[src/rtl/fetch_queue.sv]
// rtl/fetch_queue.sv - instruction fetch stage with request FSM and decode queue
//
// Purpose: issues one instruction-memory request at a time from the current
// fetch PC, buffers returned instructions with their PCs in a DEPTH-entry
// circular queue, presents the queue head to decode, drives the sequential
// next-PC back to the PC register and flushes everything on a taken branch.
//
// Ports:
//   clk, rst_n        clock, asynchronous active-low reset
//   F_pc              current fetch PC from the PC register
//   EX_taken          taken branch/jump from EX, flushes this stage
//   pc_next           sequential next PC (advances only on an accepted request)
//   imem_req_valid/ready/addr   instruction-memory request handshake
//   imem_rsp_valid/data         instruction-memory response
//   D_valid/ready/instr/pc      queue head towards decode

module fetch_queue #(
  parameter int XLEN    = 5,
  parameter int ILEN    = 32,
  parameter int DEPTH   = 2,
  parameter int PC_STEP = 1
) (
  input  logic            clk,
  input  logic            rst_n,
  input  logic [XLEN-1:0] F_pc,
  input  logic            EX_taken,
  output logic [XLEN-1:0] pc_next,
  output logic            imem_req_valid,
  input  logic            imem_req_ready,
  output logic [XLEN-1:0] imem_req_addr,
  input  logic            imem_rsp_valid,
  input  logic [ILEN-1:0] imem_rsp_data,
  output logic            D_valid,
  input  logic            D_ready,
  output logic [ILEN-1:0] D_instr,
  output logic [XLEN-1:0] D_pc
);

  localparam int AW = (DEPTH > 1) ? $clog2(DEPTH) : 1;
  localparam int CW = $clog2(DEPTH + 1);

  typedef enum logic [1:0] {
    S_REQ   = 2'd0,
    S_WAIT  = 2'd1,
    S_DRAIN = 2'd2
  } state_t;

  state_t          r_state;
  state_t          w_state_nxt;
  logic [XLEN-1:0] r_req_pc;

  logic [ILEN-1:0] r_mem_instr [DEPTH];
  logic [XLEN-1:0] r_mem_pc    [DEPTH];
  logic [AW-1:0]   r_head;
  logic [AW-1:0]   r_tail;
  logic [CW-1:0]   r_count;

  logic            w_req_valid;
  logic            w_accept;
  logic            w_push;
  logic            w_pop;
  logic            w_d_valid;

  // Gated by rst_n so no request is presented while the block is held in reset.
  assign w_req_valid = rst_n && (r_state == S_REQ) && (r_count < CW'(DEPTH)) && !EX_taken;
  assign w_accept    = w_req_valid && imem_req_ready;
  assign w_d_valid   = (r_count != '0);
  assign w_pop       = w_d_valid && D_ready;

  assign imem_req_valid = w_req_valid;
  assign imem_req_addr  = F_pc;
  assign D_valid        = w_d_valid;
  assign D_instr        = r_mem_instr[r_head];
  assign D_pc           = r_mem_pc[r_head];

  always_ff @(posedge clk or negedge rst_n) begin
    if (!rst_n) begin
      r_state  <= S_REQ;
      r_req_pc <= '0;
    end else begin
      r_state <= w_state_nxt;
      if (w_accept) begin
        r_req_pc <= F_pc;
      end
    end
  end

  always_comb begin
    w_state_nxt = r_state;
    w_push      = 1'b0;
    pc_next     = F_pc;
    if (w_accept) begin
      pc_next = F_pc + XLEN'(PC_STEP);
    end
    case (r_state)
      S_REQ: begin
        // A response here has no matching request and is simply ignored.
        if (w_accept) begin
          w_state_nxt = S_WAIT;
        end
      end
      S_WAIT: begin
        if (EX_taken) begin
          // A response arriving with the flush retires the request; otherwise
          // the still-pending response is stale and must be drained.
          w_state_nxt = imem_rsp_valid ? S_REQ : S_DRAIN;
        end else if (imem_rsp_valid) begin
          w_push      = 1'b1;
          w_state_nxt = S_REQ;
        end
      end
      S_DRAIN: begin
        // The stale response is dropped; once it arrives nothing is outstanding.
        if (imem_rsp_valid) begin
          w_state_nxt = S_REQ;
        end
      end
      default: begin
        w_state_nxt = S_REQ;
      end
    endcase
  end

  always_ff @(posedge clk or negedge rst_n) begin
    if (!rst_n) begin
      r_head  <= '0;
      r_tail  <= '0;
      r_count <= '0;
      for (int i = 0; i < DEPTH; i++) begin
        r_mem_instr[i] <= '0;
        r_mem_pc[i]    <= '0;
      end
    end else if (EX_taken) begin
      // Empty the queue without moving the head, so D_instr/D_pc keep their value.
      r_tail  <= r_head;
      r_count <= '0;
    end else begin
      if (w_push) begin
        r_mem_instr[r_tail] <= imem_rsp_data;
        r_mem_pc[r_tail]    <= r_req_pc;
        r_tail              <= r_tail + AW'(1);
      end
      if (w_pop) begin
        r_head <= r_head + AW'(1);
      end
      case ({w_push, w_pop})
        2'b10:   r_count <= r_count + CW'(1);
        2'b01:   r_count <= r_count - CW'(1);
        default: r_count <= r_count;
      endcase
    end
  end

endmodule
[config.mk]
export PLATFORM = sky130hd
export DESIGN_NAME = fetch_queue
export DESIGN_NICKNAME = d
export VERILOG_FILES = /design/src/rtl/fetch_queue.sv
export SDC_FILE = /design/constraint.sdc
export NUM_CORES = 1
export LEC_CHECK = 0
export ABC_CLOCK_PERIOD_IN_PS = 4500
export CORE_ASPECT_RATIO = 1.2
export CORE_MARGIN = 10
export CORE_UTILIZATION = 54
export DETAILED_ROUTE_END_ITERATION = 8
export HOLD_SLACK_MARGIN = 0.06
export PLACE_DENSITY = 0.89
export SYNTH_ARGS = -nofsm -noshare
export SYNTH_HDL_FRONTEND = slang
export SYNTH_SLANG_ARGS = --single-unit
[constraint.sdc]
create_clock -name clk -period 4.5 [get_ports clk]
set_input_delay 1.35 -clock clk [delete_from_list [all_inputs] [get_ports clk]]
set_output_delay 1.35 -clock clk [all_outputs]
set_load 0.05 [all_outputs]
* Word level (Yosys, flattened, before mapping) *
Index checks and enable logic that the tools add are counted.

cells by class
  eq/ne operators = 5
  reductions and logical operators = 13
  add/sub/neg operators = 5
  magnitude comparators = 4
  bitwise gates (word level) = 3
  mux-type cells = 25

operators with widths
  operator                                                                      count
  32-bit two-way mux                                                            4
  64-bit bitwise mux                                                            1
  32-bit demux with 1-bit select                                                1
  5-bit two-way mux                                                             5
  10-bit bitwise mux                                                            1
  2-bit two-way mux                                                             5
  1-bit logical AND                                                             6
  2-bit one-hot mux with 3 select lines                                         1
  5-bit by 1-bit adder with 5-bit output, second input constant                 1
  5-bit demux with 1-bit select                                                 1
  1-bit two-way mux                                                             5
  2-bit by 1-bit equality test with 1-bit output, second input constant         2
  2-bit equality test, second input constant                                    2
  2-bit >= comparator, second input constant                                    2
  1-bit NOT with 2-bit output                                                   2
  2-bit one-hot mux with 2 select lines                                         1
  2-bit AND reduction                                                           2
  2-bit nonzero test                                                            2
  3-bit nonzero test                                                            1
  1-bit adder, second input constant                                            2
  2-bit by 1-bit adder with 2-bit output, second input constant                 1
  2-bit zero test                                                               1
  2-bit by 1-bit less-than comparator with 1-bit output, second input constant  1
  2-bit less-than comparator, second input constant                             1
  other kinds (4)                                                               4

word-level totals
  output and inout port bits = 49
  input port bits = 43
  register bits = 85
  logic and storage cells = 64

* Longest topological paths before layout *
  depth after elaboration = 7
  depth in mapped cells = 6

* Worst setup path before layout *
OpenSTA, ideal clock, no wires.

  kind = input to output
  start = input port EX_taken
  end = output port pc_next[0]
  path buffers = 1
  arrival time = 2.853 ns
  setup slack = 0.297 ns
  cell stages on the path = 4
  cell sequence = buf_6 > nor4b_4 > nand2_1 > xnor2_1

on the way
  longest elaborated chain between the ends = 4

RTL lines
  item                RTL line  source
  start: declaration  26        input logic EX_taken,
  1-bit zero test     65        assign w_req_valid = rst_n && (r_state == S_REQ) && (r_count < CW'(DEPTH)) && !EX_taken;
  1-bit logical AND   65
  1-bit logical AND   66        assign w_accept = w_req_valid && imem_req_ready;
  5-bit two-way mux   92        if (w_accept) begin
  end: declaration    27        output logic [XLEN-1:0] pc_next,

Every way passes these cells.

* Worst setup path in the final report *
  start = input port F_pc[0]
  end = output port pc_next[4]

on the way
  longest elaborated chain between the ends = 2

RTL lines
  item                                    RTL line  source
  start: declaration                      25        input logic [XLEN-1:0] F_pc,
  5-bit by 1-bit adder with 5-bit output  93        pc_next = F_pc + XLEN'(PC_STEP);
  5-bit two-way mux                       92

Every way passes these cells.

==> results by group <==
Outcome
  – Status: finished, final reports clean

Routing
  – Mean number of vias per cell: 5.398
  – Routed Wire Length: 8725 µm
  – Routed via count: 2386
  – Initial DRC count: 83
  – # DRC: 0
  – Antenna-violating nets left: 0
  – Wire length per cell: 19.74 µm
  – First-pass iteration count of the detailed router: 4

Synth
  – Flops & latches, synth: 85
  – Synthesized area: 4079 µm²
  – Yosys Warn Count: 0
  – Register area share after synthesis: 52.15%
  – Syn avg cell area: 15.87 µm²
  – Syn_nets: 301
  – Syn Inst Count: 257
  – Post-synth cell types: 30

Die
  – Chip width: 99.34 µm
  – Num rows: 34
  – Die height: 115.2 µm
  – CORE AREA: 7317 µm²
  – Die Area: 11440 µm²
  – Initial Utilization: 55.75%
  – Io pins: 92

Global route
  – Met1 Track Usage GR: 17.19%
  – Total grt overflow: 0
  – First-pass GRT wire length: 14470 µm
  – Global Route met2 Usage: 27.30%
  – Vias in the first global route: 2746
  – GR Util All Layers: 15.74%
  – Initial antenna violation count: 0
  – GR peak layer: met2
  – Largest net degree at the start of global routing: 85
  – Global routing usage on met3: 6.002%

Worst hold path
  – Hold_sp: r_mem_instr[7]
  – HP Class: reg2reg
  – Worst Hold Depth: 1
  – Hold EP: r_mem_instr[7]

Placed design
  – Port bufs: 91
  – HPWL Detailed: 6105 µm
  – Pre-CTS setup slack: 0.2987 ns
  – GP Congestion: 0.7620

STA
  – Worst-Margin Slew: 1.024 ns
  – RSZ-0062 raised after global routing: false
  – Maximum clock frequency: 238.9 MHz
  – Skew final: 0.008597 ns
  – Post-route minimum period: 4.186 ns
  – Final count of negative-setup-slack endpoints: 0
  – Slew Limit Fails: 0
  – Final WS setup: 0.3139 ns
  – Setup TNS: 0 ns
  – Worst slew margin: 31.71%
  – Hold Violations, Final: 0
  – Post-route clock period utilization: 93.02%

Setup path
  – Worst R2R Setup Slack: 2.56 ns
  – FF-to-FF End: r_mem_instr[21]
  – Critical Path Sink Type: primary output
  – Critical Path RT: 3.15 ns
  – Worst path arrival time: 2.84 ns
  – Worst r2r src: r_state[1]
  – Worst r2r path cells: 4
  – WS Path Type: in2out
  – Crit path max fanout: 5
  – Startpoint Class: input port

Final layout
  – Antenna cells: 0
  – Ratio of cells with drive above 1 in the final layout: 42.90%
  – Reg area: 2127 µm²
  – Area grow syn2layout: 29.39%
  – Nets: 392
  – Multi-input gate area: 1774 µm²
  – Fillers: 487

CTS
  – Clk root buf: clkbuf_8
  – CTS tree: done
  – Max Root-Sink Buffers: 2
  – CTS Sinks: 85
  – Hold_buf cts: 0
  – Clock-pin slew on the worst setup and hold paths: 0.08 ns
  – Num CTS Buffers: 9
  – Post-CTS sizing: 0
  – CTS H-tree depth: 3
  – Worst-Skew Late Latency: 0.35 ns
  – Post-CTS setup buffer count: 0

Power and ir drop
  – Power Density: 578.3 nW/µm²
  – P_leak: 2.437 nW
  – Worst IR Drop VDD: 0.3998 mV

Job
  – Max Cap Viol: 0
[flip-flops by register name, summed over array words and instances (netlist names)]
register     cells
r_tail           1
r_head           1
r_count          2
r_state          2
r_req_pc         5
r_mem_instr     64
r_mem_pc        10
[worst max path at each step]
stage,cells past startpoint,end,slack [ns],startpoint
2_1_floorplan,4,pc_next[0],0.30,EX_taken
3_3_place_gp,5,pc_next[1],0.37,EX_taken
3_5_place_dp,5,pc_next[1],0.30,EX_taken
4_1_cts,5,pc_next[1],0.30,EX_taken
5_1_grt,6,pc_next[4],0.20,F_pc[0]
6_report,6,pc_next[4],0.31,F_pc[0]
[power breakdown]
group	total (mW)	switching, mW	internal [mW]
Combinational	1.40	0.774	0.627
Clock	0.586	0.262	0.324
Sequential	1.07	0.108	0.958
Total	3.05	1.14	1.91
[metal layers]
layer,part of all wire (%),routed length (µm),vias up
met5,0,0,-
met4,1.2,109,0
met3,6.6,578,6
met2,53,4637,56
met1,39,3400,1235
li1,-,-,1089
[metrics by stage]
step                std cells  hold slack, ns  utilization [%]  area, µm²  power (mW)
floorplan                 257          0.4736                -       4079       2.040
global placement          427          0.4809            69.20       5064       2.452
detailed placement        427          0.4875            69.20       5064       2.486
CTS                       442          0.5055            72.13       5278       3.083
global route              442          0.5166            72.13       5278       3.186
finish                    442          0.5038            72.13       5278       3.052
[placed cells by master (no fill, tap or decap), drive strengths merged, types with 3 or more instances in the layout]
| cell type | instances |
|---|---|
| mux2 | 118 |
| dfrtp | 85 |
| clkdlybuf4s50 | 84 |
| buf | 14 |
| clkbuf | 11 |
| xnor2 | 5 |
| nor2b | 3 |
| and3 | 3 |
| nand3 | 3 |
| nand2 | 3 |
[kinds of logic (layout without fill, tap and decap cells)]
logic type	count (synthesis)	after routing	synth area share, %
mux	118	118	37.09
flops	85	85	52.15
simple gates	24	24	4.172
buf+inv	19	114	4.386
compound gates	5	5	0.8282
xor+xnor	5	5	1.074
fa+ha+maj	1	1	0.3067
[layout make-up]
cell class | count | area share, %
clock buffers | 11 | 2.679
flip-flops and latches | 85 | 40.30
well taps | 90 | 2.134
inverters | 1 | 0.07112
multi-input cells | 153 | 33.62
clock inverters | 4 | 1.375
repair buffers | 98 | 19.82
[synth_stat cells]
cell type	instances	area, µm²
and2b_1	1	7.510
nand3b_1	2	15.01
inv_1	1	3.750
o21a_1	2	15.01
and3b_1	1	8.760
nor4b_4	1	23.77
nor2_1	1	3.750
nand2b_1	1	6.260
buf_6	5	56.30
xnor2_1	5	43.79
buf_12	3	60.06
dfrtp_1	85	2127
nor3_1	2	10.01
nand2_1	2	7.510
and3_1	3	18.77
nor4_1	1	6.260
o41ai_1	1	8.760
clkbuf_1	2	7.510
buf_1	1	3.750
nand3_1	3	15.01
nor2b_1	3	18.77
or2_2	1	6.260
and4bb_4	1	16.27
nand2_2	1	6.260
buf_2	2	10.01
mux2_2	69	777.0
a21oi_1	2	10.01
mux2_4	49	735.7
ha_1	1	12.51
buf_4	5	37.54
[critical path: stages]
cell             delay (ns)
clkdlybuf4s50_1        0.56
ha_1                   0.20
and3_1                 0.16
nand3_1                0.09
xnor2_1                0.30
buf_12                 0.18
(Power assumes the default switching activity.)
